$ cat src/rtl/cache_defs_pkg.sv
// Shared definitions for the data-cache victim buffer.
// Holds the buffer geometry (entry count, line-address width, line width,
// byte-offset width) and the victim-buffer controller state encoding.
package cache_defs;

    localparam int VC_ENTRIES  = 4;
    localparam int LINE_ADDR_W = 28;
    localparam int LINE_W      = 128;
    localparam int OFFSET_W    = 4;

    typedef enum logic [1:0] {
        VC_IDLE,
        VC_DRAIN,
        VC_FLUSH,
        VC_FLUSH_DONE
    } type_vc_states_e;

endpackage

$ cat src/rtl/vc_entry_match.sv
// Parallel line-address compare across all victim-buffer entries.
// Ports:
//   valid      - per-entry valid bits; invalid entries never match
//   entry_addr - stored line address of every entry
//   addr       - line address being searched for
//   hit_vec    - one-hot vector of matching entries (all zero on a miss)
//   hit_idx    - encoded index of the matching entry (0 on a miss)
module vc_entry_match
    import cache_defs::*;
#(
    parameter int ENTRIES = VC_ENTRIES,
    parameter int ADDR_W  = LINE_ADDR_W
) (
    input  logic [ENTRIES-1:0]             valid,
    input  logic [ENTRIES-1:0][ADDR_W-1:0] entry_addr,
    input  logic [ADDR_W-1:0]              addr,
    output logic [ENTRIES-1:0]             hit_vec,
    output logic [$clog2(ENTRIES)-1:0]     hit_idx
);

    localparam int IDX_W = $clog2(ENTRIES);

    // The buffer never holds duplicate addresses, so at most one bit of
    // hit_vec is set and the encoder needs no priority.
    always_comb begin
        hit_vec = '0;
        hit_idx = '0;
        for (int i = 0; i < ENTRIES; i++) begin
            hit_vec[i] = valid[i] && (entry_addr[i] == addr);
            if (hit_vec[i]) begin
                hit_idx = IDX_W'(i);
            end
        end
    end

endmodule

$ cat src/rtl/dcache_victim_buffer.sv
// Fully-associative victim buffer beside the write-back data cache.
// Ports:
//   clk, rst_n            - clock, synchronous active-low reset
//   lookup_req_i/addr_i   - latch a byte address for a victim lookup
//   victim_hit_o          - latched address hits a valid entry
//   hit_line_o/hit_word_o - hit line data and the word picked by the offset
//   ins_i/addr/line/dirty - insert a line evicted from the dcache
//   extract_i             - hand the hit entry back to the dcache, freeing it
//   flush_i               - write back every dirty entry, then invalidate all
//   flush_done_o          - one-cycle pulse when a flush finishes
//   kill_i                - cancel the latched lookup
//   busy_o                - drain or flush in progress; inserts are dropped
//   vc2mem_req/addr/data  - write-back request to data memory
//   mem2vc_ack_i          - memory accepted the write-back
module dcache_victim_buffer
    import cache_defs::*;
(
    input  logic                            clk,
    input  logic                            rst_n,
    input  logic                            lookup_req_i,
    input  logic [LINE_ADDR_W+OFFSET_W-1:0] lookup_addr_i,
    output logic                            victim_hit_o,
    output logic [LINE_W-1:0]               hit_line_o,
    output logic [31:0]                     hit_word_o,
    input  logic                            ins_i,
    input  logic [LINE_ADDR_W-1:0]          ins_addr_i,
    input  logic [LINE_W-1:0]               ins_line_i,
    input  logic                            ins_dirty_i,
    input  logic                            extract_i,
    input  logic                            flush_i,
    output logic                            flush_done_o,
    input  logic                            kill_i,
    output logic                            busy_o,
    output logic                            vc2mem_req_o,
    output logic [LINE_ADDR_W-1:0]          vc2mem_addr_o,
    output logic [LINE_W-1:0]               vc2mem_data_o,
    input  logic                            mem2vc_ack_i
);

    localparam int IDX_W  = $clog2(VC_ENTRIES);
    localparam int WSEL_W = OFFSET_W - 2;
    localparam int WORDS  = LINE_W / 32;

    type_vc_states_e state;

    logic [VC_ENTRIES-1:0]                  valid;
    logic [VC_ENTRIES-1:0]                  dirty;
    logic [VC_ENTRIES-1:0][LINE_ADDR_W-1:0] addr_q;
    logic [LINE_W-1:0]                      line_q [VC_ENTRIES];
    logic [IDX_W-1:0]                       rr_ptr;
    logic [IDX_W-1:0]                       flush_idx;
    logic                                   flush_pend;
    logic [LINE_ADDR_W-1:0]                 drain_addr;
    logic [LINE_W-1:0]                      drain_data;

    logic                                   lk_valid;
    logic [LINE_ADDR_W+OFFSET_W-1:0]        lk_addr;
    logic [WSEL_W-1:0]                      lk_wsel;
    logic                                   unused_byte_bits;

    logic [VC_ENTRIES-1:0]                  lk_hit_vec;
    logic [IDX_W-1:0]                       lk_idx;
    logic                                   ext_fire;
    logic [VC_ENTRIES-1:0]                  valid_eff;

    logic [VC_ENTRIES-1:0]                  ins_hit_vec;
    logic [IDX_W-1:0]                       ins_idx;
    logic                                   ins_hit;
    logic                                   free_found;
    logic [IDX_W-1:0]                       free_idx;
    logic [IDX_W-1:0]                       ins_slot;
    logic                                   ins_evict;

    assign lk_wsel          = lk_addr[OFFSET_W-1:2];
    assign unused_byte_bits = ^lk_addr[1:0];

    vc_entry_match u_lookup_match (
        .valid      (valid),
        .entry_addr (addr_q),
        .addr       (lk_addr[LINE_ADDR_W+OFFSET_W-1:OFFSET_W]),
        .hit_vec    (lk_hit_vec),
        .hit_idx    (lk_idx)
    );

    assign victim_hit_o = lk_valid && (|lk_hit_vec);
    assign ext_fire     = extract_i && victim_hit_o;

    // An extract frees its entry before the insert is placed, so a swap
    // can land in the slot the extract just vacated.
    assign valid_eff = valid & ~(ext_fire ? lk_hit_vec : '0);

    vc_entry_match u_ins_match (
        .valid      (valid_eff),
        .entry_addr (addr_q),
        .addr       (ins_addr_i),
        .hit_vec    (ins_hit_vec),
        .hit_idx    (ins_idx)
    );

    assign ins_hit = |ins_hit_vec;

    // Lowest-index free slot: scanning downward lets the lowest index win.
    always_comb begin
        free_found = 1'b0;
        free_idx   = '0;
        for (int i = VC_ENTRIES - 1; i >= 0; i--) begin
            if (!valid_eff[i]) begin
                free_found = 1'b1;
                free_idx   = IDX_W'(i);
            end
        end
    end

    assign ins_evict = !ins_hit && !free_found;
    assign ins_slot  = ins_hit ? ins_idx : (free_found ? free_idx : rr_ptr);

    // Hit data is zeroed on a miss so the outputs stay quiet when idle.
    assign hit_line_o = victim_hit_o ? line_q[lk_idx] : '0;

    always_comb begin
        hit_word_o = '0;
        for (int w = 0; w < WORDS; w++) begin
            if (lk_wsel == WSEL_W'(w)) begin
                hit_word_o = hit_line_o[w*32 +: 32];
            end
        end
    end

    assign busy_o        = (state != VC_IDLE);
    assign vc2mem_req_o  = (state == VC_DRAIN);
    assign vc2mem_addr_o = vc2mem_req_o ? drain_addr : '0;
    assign vc2mem_data_o = vc2mem_req_o ? drain_data : '0;
    assign flush_done_o  = (state == VC_FLUSH_DONE);

    // Lookup latch; kill wins over a new request in the same cycle.
    always_ff @(posedge clk) begin
        if (!rst_n) begin
            lk_valid <= 1'b0;
            lk_addr  <= '0;
        end else if (kill_i) begin
            lk_valid <= 1'b0;
        end else if (lookup_req_i) begin
            lk_valid <= 1'b1;
            lk_addr  <= lookup_addr_i;
        end
    end

    // Entry storage and controller FSM. The extract clear is written first
    // so a same-cycle insert into the freed slot overrides it.
    always_ff @(posedge clk) begin
        if (!rst_n) begin
            state      <= VC_IDLE;
            valid      <= '0;
            dirty      <= '0;
            rr_ptr     <= '0;
            flush_idx  <= '0;
            flush_pend <= 1'b0;
            drain_addr <= '0;
            drain_data <= '0;
        end else begin
            if (ext_fire) begin
                valid[lk_idx] <= 1'b0;
                dirty[lk_idx] <= 1'b0;
            end
            case (state)
                VC_IDLE: begin
                    if (flush_i) begin
                        state     <= VC_FLUSH;
                        flush_idx <= '0;
                    end else if (ins_i) begin
                        valid[ins_slot]  <= 1'b1;
                        addr_q[ins_slot] <= ins_addr_i;
                        line_q[ins_slot] <= ins_line_i;
                        dirty[ins_slot]  <= ins_dirty_i | (ins_hit & dirty[ins_slot]);
                        if (ins_evict) begin
                            rr_ptr <= rr_ptr + 1'b1;
                            if (dirty[rr_ptr]) begin
                                drain_addr <= addr_q[rr_ptr];
                                drain_data <= line_q[rr_ptr];
                                state      <= VC_DRAIN;
                            end
                        end
                    end
                end
                VC_DRAIN: begin
                    if (mem2vc_ack_i) begin
                        state <= flush_pend ? VC_FLUSH : VC_IDLE;
                    end
                end
                VC_FLUSH: begin
                    // A dirty entry stays valid (now clean) while it drains;
                    // the revisit after the ack invalidates it.
                    if (valid_eff[flush_idx] && dirty[flush_idx]) begin
                        drain_addr       <= addr_q[flush_idx];
                        drain_data       <= line_q[flush_idx];
                        dirty[flush_idx] <= 1'b0;
                        flush_pend       <= 1'b1;
                        state            <= VC_DRAIN;
                    end else begin
                        valid[flush_idx] <= 1'b0;
                        flush_idx        <= flush_idx + 1'b1;
                        if (flush_idx == IDX_W'(VC_ENTRIES - 1)) begin
                            state <= VC_FLUSH_DONE;
                        end
                    end
                end
                VC_FLUSH_DONE: begin
                    flush_pend <= 1'b0;
                    flush_idx  <= '0;
                    state      <= VC_IDLE;
                end
                default: state <= VC_IDLE;
            endcase
        end
    end

endmodule

$ cat config.mk
export PLATFORM = sky130hd
export DESIGN_NAME = dcache_victim_buffer
export DESIGN_NICKNAME = d
export VERILOG_FILES = /design/src/rtl/cache_defs_pkg.sv /design/src/rtl/vc_entry_match.sv /design/src/rtl/dcache_victim_buffer.sv
export SDC_FILE = /design/constraint.sdc
export NUM_CORES = 2
export LEC_CHECK = 0
export BUFFER_PORTS_ARGS = -buffer_cell sky130_fd_sc_hd__buf_4
export CORE_MARGIN = 3
export CORE_UTILIZATION = 44
export CTS_CLUSTER_SIZE = 8
export DETAILED_ROUTE_END_ITERATION = 6
export PLACE_DENSITY = 0.65
export SYNTH_ARGS = -nofsm -noshare
export SYNTH_HDL_FRONTEND = slang
export SYNTH_SLANG_ARGS = --single-unit
$ cat constraint.sdc
create_clock -name clk -period 8.8 [get_ports clk]
set_input_delay 1.76 -clock clk [delete_from_list [all_inputs] [get_ports clk]]
set_output_delay 1.76 -clock clk [all_outputs]
set_load 0.1 [all_outputs]
=== Word level (Yosys, flattened, before mapping) ===
Memory sizes are Yosys's and may differ from the RTL's. A register that Yosys moved wholly into a read port is not among the register bits.
Index checks and enable logic that the tools add are counted.

* Register bits after elaboration: 316
* Input port bits: 197
* Memories kept: 1
* Output and inout port bits: 320
* RAM bits: 512

* $lt $le $gt $ge: 7
* $add $sub $neg: 2
* Equal/unequal tests: 27
* Bitwise logic cells: 14
* Reduce and logical (&&, ||, !) cells: 33
* Multiplexer cells: 93

{| class="wikitable"
|+ Memories
! name !! words !! bits a word !! read ports !! clocked after Yosys merged registers in !! write ports !! line !! source
|-
| line_q || 4 || 128 || 3 || 2 || 1 || dcache_victim_buffer.sv:49 || <nowiki>logic [LINE_W-1:0] line_q [VC_ENTRIES];</nowiki>
|}

{| class="wikitable"
|+ Operator list
! cell !! count
|-
| $mux W128 || 7
|-
| $pmux W128 S2 || 1
|-
| $mux W28 || 9
|-
| $eq A28 B28 Y1 || 8
|-
| $mux W32 || 4
|-
| $bmux W28 S2 || 2
|-
| $bwmux W112 || 1
|-
| $demux W28 S2 || 1
|-
| $pmux W28 S2 || 1
|-
| $mux W2 || 24
|-
| $mux W4 || 11
|-
| $and A4 B4 Y4 || 5
|-
| $mux W1 || 19
|-
| $pmux W4 S2 || 2
|-
| $logic_and A1 B1 Y1 || 15
|-
| $ne A2 B2 Y1 const B || 7
|-
| $lt A2 B3 Y1 const B || 4
|-
| $ne A3 B3 Y1 const B || 4
|-
| $not A4 Y4 || 3
|-
| $eq A2 B2 Y1 const B || 5
|-
| $bmux W1 S2 || 4
|-
| $pmux W2 S4 || 1
|-
| $reduce_and A4 Y1 || 2
|-
| $reduce_or A4 Y1 || 2
|-
| 21 further kinds || 34
|}

=== Longest topological paths before layout ===
* Depth after elaboration: 22
* Mapped depth: 13

=== Cells and area by module ===
Synthesis repeated with hierarchy kept, for this count alone.

* Cells, all modules: 3014
* Area total of the unflattened synthesis: 43239.0 um^2

{| class="wikitable"
|+ By module, submodules not included
! module !! sequential area each (um^2) !! times used !! cells each !! area an instance (um^2)
|-
| dcache_victim_buffer || 22861.9 || 1 || 2698 || 40689.0
|-
| vc_entry_match || 0.0 || 2 || 158 || 1275.0
|}

=== Worst setup path before layout ===
No wires, ideal clock.

* Kind: input to register
* Start: input extract_i
* End: memory line_q[0][0], enable pin
* Cell stages on the path: 8
* Arrival time: 8.745 ns
* Path buffers: 1
* Path slack: -0.562 ns
* Cells stage by stage: and2_1 buf_1 a41oi_1 a2bb2oi_1 o31ai_1 nor3_1 nand2_1 nor2_1

* Longest elaborated chain between the ends: 10
* Elaborated cells between the ends (all ways): 22
* Classes of those cells: mux (14); bitwise (2); reduce/logical (6)

{| class="wikitable"
|+ RTL lines
! element !! line !! source
|-
| start, declared || dcache_victim_buffer.sv:29 || <nowiki>input logic extract_i,</nowiki>
|-
| $logic_and A1 B1 Y1 (*) || dcache_victim_buffer.sv:86 || <nowiki>assign ext_fire = extract_i && victim_hit_o;</nowiki>
|-
| $mux W4 (*) || dcache_victim_buffer.sv:90 || <nowiki>assign valid_eff = valid & ~(ext_fire ? lk_hit_vec : '0);</nowiki>
|-
| $not A4 Y4 (*) || dcache_victim_buffer.sv:90 ||
|-
| $and A4 B4 Y4 (*) || dcache_victim_buffer.sv:90 ||
|-
| $mux W2 or $mux W1 (tied branches) (4 in a row) || dcache_victim_buffer.sv:107 || <nowiki>if (!valid_eff[i]) begin</nowiki>
|-
| $mux W2 || dcache_victim_buffer.sv:115 || <nowiki>assign ins_slot = ins_hit ? ins_idx : (free_found ? free_idx : rr_ptr);</nowiki>
|-
| $mux W2 (*) || dcache_victim_buffer.sv:115 ||
|-
| end, declared || dcache_victim_buffer.sv:49 ||
|}

Every way passes the cells marked *; elsewhere a longest branch is shown, timed or not.

=== Worst setup path after layout ===
* Start: register addr_q[56] in the netlist's numbering
* End: output hit_word_o[23]

* Longest elaborated chain between the ends: 10
* Elaborated cells between the ends (all ways): 12
* Classes of those cells: eq/ne (1); mux (7); reduce/logical (3); memory (1)

{| class="wikitable"
|+ RTL lines
! element !! line !! source
|-
| start, declared || dcache_victim_buffer.sv:48 || <nowiki>logic [VC_ENTRIES-1:0][LINE_ADDR_W-1:0] addr_q;</nowiki>
|-
| start signal, assigned by index || dcache_victim_buffer.sv:172 || <nowiki>addr_q[ins_slot] <= ins_addr_i;</nowiki>
|-
| $eq A28 B28 Y1 (*) || vc_entry_match.sv:29 || <nowiki>hit_vec[i] = valid[i] && (entry_addr[i] == addr);</nowiki>
|-
| $logic_and A1 B1 Y1 (*) || vc_entry_match.sv:29 ||
|-
| $mux W2 (2 in a row) || vc_entry_match.sv:30 || <nowiki>if (hit_vec[i]) begin</nowiki>
|-
| $mem_v2 Z4 W128 || n/a ||
|-
| $mux W128 (*) || dcache_victim_buffer.sv:118 || <nowiki>assign hit_line_o = victim_hit_o ? line_q[lk_idx] : '0;</nowiki>
|-
| $mux W32 (3 in a row) || dcache_victim_buffer.sv:123 || <nowiki>if (lk_wsel == WSEL_W'(w)) begin</nowiki>
|-
| $mux W32 (*) || dcache_victim_buffer.sv:123 ||
|-
| end, declared || dcache_victim_buffer.sv:24 || <nowiki>output logic [31:0] hit_word_o,</nowiki>
|}

Marks and branches as above.

==> flow_summary.ini <==
[worst_setup_path]
crit_chain = xnor2_1, o2111ai_1, a2111oi_0, and3_4, buf_4, nand2_1, nand3_1, o21ai_0, a21oi_1, mux4_2, buf_4
max_stage_delay_ps = 960
r2r_start = addr_q[56]
rrSetupSlack_ps = 2870
crit_top_cell = buf_4
required_ps = 7040
crit_fanout = 35
path_class = flop to output port
worst_path_max_delay_cell = a21oi_1
crit_path_end_kind = output port
crit_path_start_kind = flop
r2r_cells = 10
arrival_ps = 5950
reg2reg_to = line_q[0][36]

[floorplan]
die_y_um = 324
num_rows = 116
ios = 517
core_um2 = 100000
die_w_um = 324
die_area_um2 = 105000
initial_core_util_pct = 44.4

[global_route]
grt_usage_pct = 31.7
gr-usage-met1_pct = 41.9
gr-usage-met2_pct = 49.0
grt_pass1_wl_um = 241000
grt_overflow_total = 0
grt-busiest-layer = met2
grt_pass1_vias = 33800
grt_antenna_before_repair = 30
use_met3_pct = 8.31
grt_max_degree = 178

[sta]
drv_slew = 0
worst_slack_ps = 1090
worstMarginPinSlew_ps = 1240
hold_violations = 0
slew_headroom_pct = 17.5
setup_viol = 0
min_period_ps = 7710
rsz0062_at_grt = no
period_share_pct = 87.6
setup_tns_ps = 0
clock_skew_ps = 46.2
fmax_mhz = 130

[hold_path]
min_to = drain_data[63]
hp-start = drain_data[63]
hold_class = flop to flop
holdPathStages = 2

[clock_tree]
htreeDepth = 3
clock_path_buffers = 3
clock_latency_ps = 720
cts_resized = 0
cts_root_buf = clkbuf_16
numCtsBuffers = 114
post_cts_buffers = 0
tritoncts = done
cts_hold_buf = 0
path_clk_slew_ps = 50
clkSinkCount = 830

[route]
wl_per_cell_um = 30.4
drc = 0
num_vias = 35400
via_per_inst = 6.34
dr.pass1.iters = 5
antenna_left = 0
routed_wl_um = 170000
drt_iter0_markers = 4335

[yosys]
ys.flop_type = edfxtp_1
yosys_warnings = 0
synth_area_um2 = 44600
synth_cell_types = 59
synthesis.area_per_instance_um2 = 11.7
syn-num-nets = 4017
synth_edf_count = 624
ys_seq_area_share_pct = 51.3
ys_ff_latch = 830
async_flop_share_pct = 0
syn_inst = 3816

[finish]
layout-drive-gt1-share_pct = 25.3
nNetsFinal = 4309
syn2layout_area_growth_pct = 18.2

[run]
max-cap-violations = 0

[placed_design]
dp_hpwl_um = 108000
place_congestion = 0.972
preCtsSetupSlack_ps = 2010
io_buffers = 514

[power_and_ir_drop]
irDropWorstVdd_mv = 0.145
leakagePower_nw = 18.5
powerDensity_nw_per_um2 = 175

[outcome]
status = complete, no violations
flip-flops by register name, summed over array words and instances (netlist names), 2 cells and up, named ones only:
register    count
rr_ptr          2
addr_q        112
valid           4
dirty           4
lk_addr        30
state           2
line_q        512
flush_idx       2
drain_data    128
drain_addr     28
area by class of cell:
type	instances	area (um^2)
inverter	20	90.1
sequential	830	22900
timing repair buffer	562	4420
antenna	25	62.6
clock buffer	205	3240
clock inverter	6	118
fill	8691	47600
tap	1357	1700
multi-input combinational	2580	20200
routing by layer:
| layer | routed length, um | part of all wire (%) | vias to the layer above |
|---|---|---|---|
| li1 | - | - | 15100 |
| met1 | 63000 | 37 | 17800 |
| met2 | 78100 | 46 | 2141 |
| met3 | 20300 | 12 | 350 |
| met4 | 8460 | 5.0 | 14 |
| met5 | 95 | 0.056 | - |
synthesized netlist by cell type, types with 2 or more instances:
cell / number / area [um^2]
buf_1: 42 / 158
a41oi_1: 3 / 26.3
o21ai_1: 126 / 631
a2111o_1: 2 / 22.5
nand3_1: 267 / 1340
a221o_1: 2 / 20.0
nand2_1: 647 / 2430
dfxtp_1: 206 / 4120
o221ai_1: 2 / 17.5
a221oi_1: 3 / 26.3
o31ai_1: 3 / 22.5
inv_1: 20 / 75.1
clkbuf_1: 297 / 1110
o211a_1: 2 / 20.0
nor4_1: 22 / 138
o21ai_0: 166 / 831
a211o_1: 157 / 1380
or4_1: 2 / 15.0
a21oi_1: 324 / 1620
and3_1: 160 / 1000
nor2b_1: 4 / 25.0
xnor2_1: 156 / 1370
nand4_1: 42 / 263
and2_1: 3 / 18.8
a2111oi_0: 3 / 26.3
ha_1: 4 / 50.1
a311o_1: 2 / 20.0
a2bb2oi_1: 2 / 17.5
xor2_1: 60 / 526
edfxtp_1: 624 / 18700
mux4_2: 345 / 7770
nor3_1: 9 / 45.0
a311oi_1: 3 / 26.3
a31oi_1: 5 / 31.3
buf_4: 21 / 158
o22ai_1: 2 / 12.5
nor3b_1: 3 / 22.5
nand2b_1: 3 / 18.8
nor2_1: 28 / 105
buf_2: 25 / 125
worst max path at each step:
stage / end / from
after global routing: hit_word_o[23] / addr_q[56]
after floorplan: line_q[0][0] / extract_i
after global placement: hit_word_o[23] / addr_q[61]
final: hit_word_o[23] / addr_q[56]
after detailed placement: hit_word_o[24] / addr_q[56]
after CTS: hit_word_o[24] / addr_q[56]
report_power, final:
part	internal, mW	total [mW]	switching [mW]
Clock	2.46	4.17	1.72
Combinational	0.256	0.702	0.445
Sequential	4.26	4.32	0.0673
Total	6.97	9.20	2.23
logic make-up after synthesis:
family | count (synthesis) | synth area share (%)
fa+ha+maj | 4 | 0.112
xor+xnor | 216 | 4.25
simple gates | 1195 | 12.3
mux | 346 | 17.5
buf+inv | 406 | 3.68
flops | 830 | 51.3
compound gates | 819 | 10.9
critical path: cells and delay by family, from the launching register on:
| family | cells | cell delay (ps) |
|---|---|---|
| xor gates and xnor gates | 1 | 400 |
| muxes | 1 | 420 |
| AOI/OAI and AO/OA | 4 | 2130 |
| buffers and inverters | 2 | 810 |
| and+or+nand+nor | 3 | 960 |
| DFF | 1 | 460 |
through the flow:
step                      power, mW  instances  util [%]  hold slack, ps  area [um^2]
after floorplan                4.81       3816         -             445        44600
final                          9.20       5585      52.5             468        52700
after detailed placement       5.10       5349      49.1             463        49300
after global placement         5.08       5349      49.1             454        49300
after global routing           9.47       5574      52.5             488        52600
after CTS                      9.25       5560      52.5             470        52600
cells in the final DEF (no fill, tap or decap), types with 3 or more instances in the layout:
| master | count |
|---|---|
| dfxtp_4 | 6 |
| a2111oi_0 | 3 |
| a311oi_1 | 3 |
| dfxtp_2 | 6 |
| nand2b_1 | 3 |
| mux4_2 | 345 |
| o21ai_0 | 166 |
| a31oi_1 | 5 |
| nand2_1 | 647 |
| a41oi_1 | 3 |
| o21ai_1 | 125 |
| and3_1 | 157 |
| xnor2_1 | 156 |
| clkbuf_16 | 115 |
| a21oi_1 | 324 |
| a221oi_1 | 3 |
| and2_1 | 3 |
| diode_2 | 25 |
| buf_12 | 16 |
| o31ai_1 | 3 |
| clkbuf_1 | 88 |
| nor3b_1 | 3 |
| xor2_1 | 60 |
| nand3_1 | 265 |
| edfxtp_1 | 624 |
| a211o_1 | 157 |
| nor2b_1 | 3 |
| nand4_1 | 42 |
| inv_1 | 18 |
| nor4_1 | 22 |
| buf_4 | 546 |
| ha_1 | 4 |
| nor2_4 | 6 |
| dfxtp_1 | 194 |
| nor2_1 | 22 |
| nor3_1 | 8 |
Power figures use the tool's default switching activity.
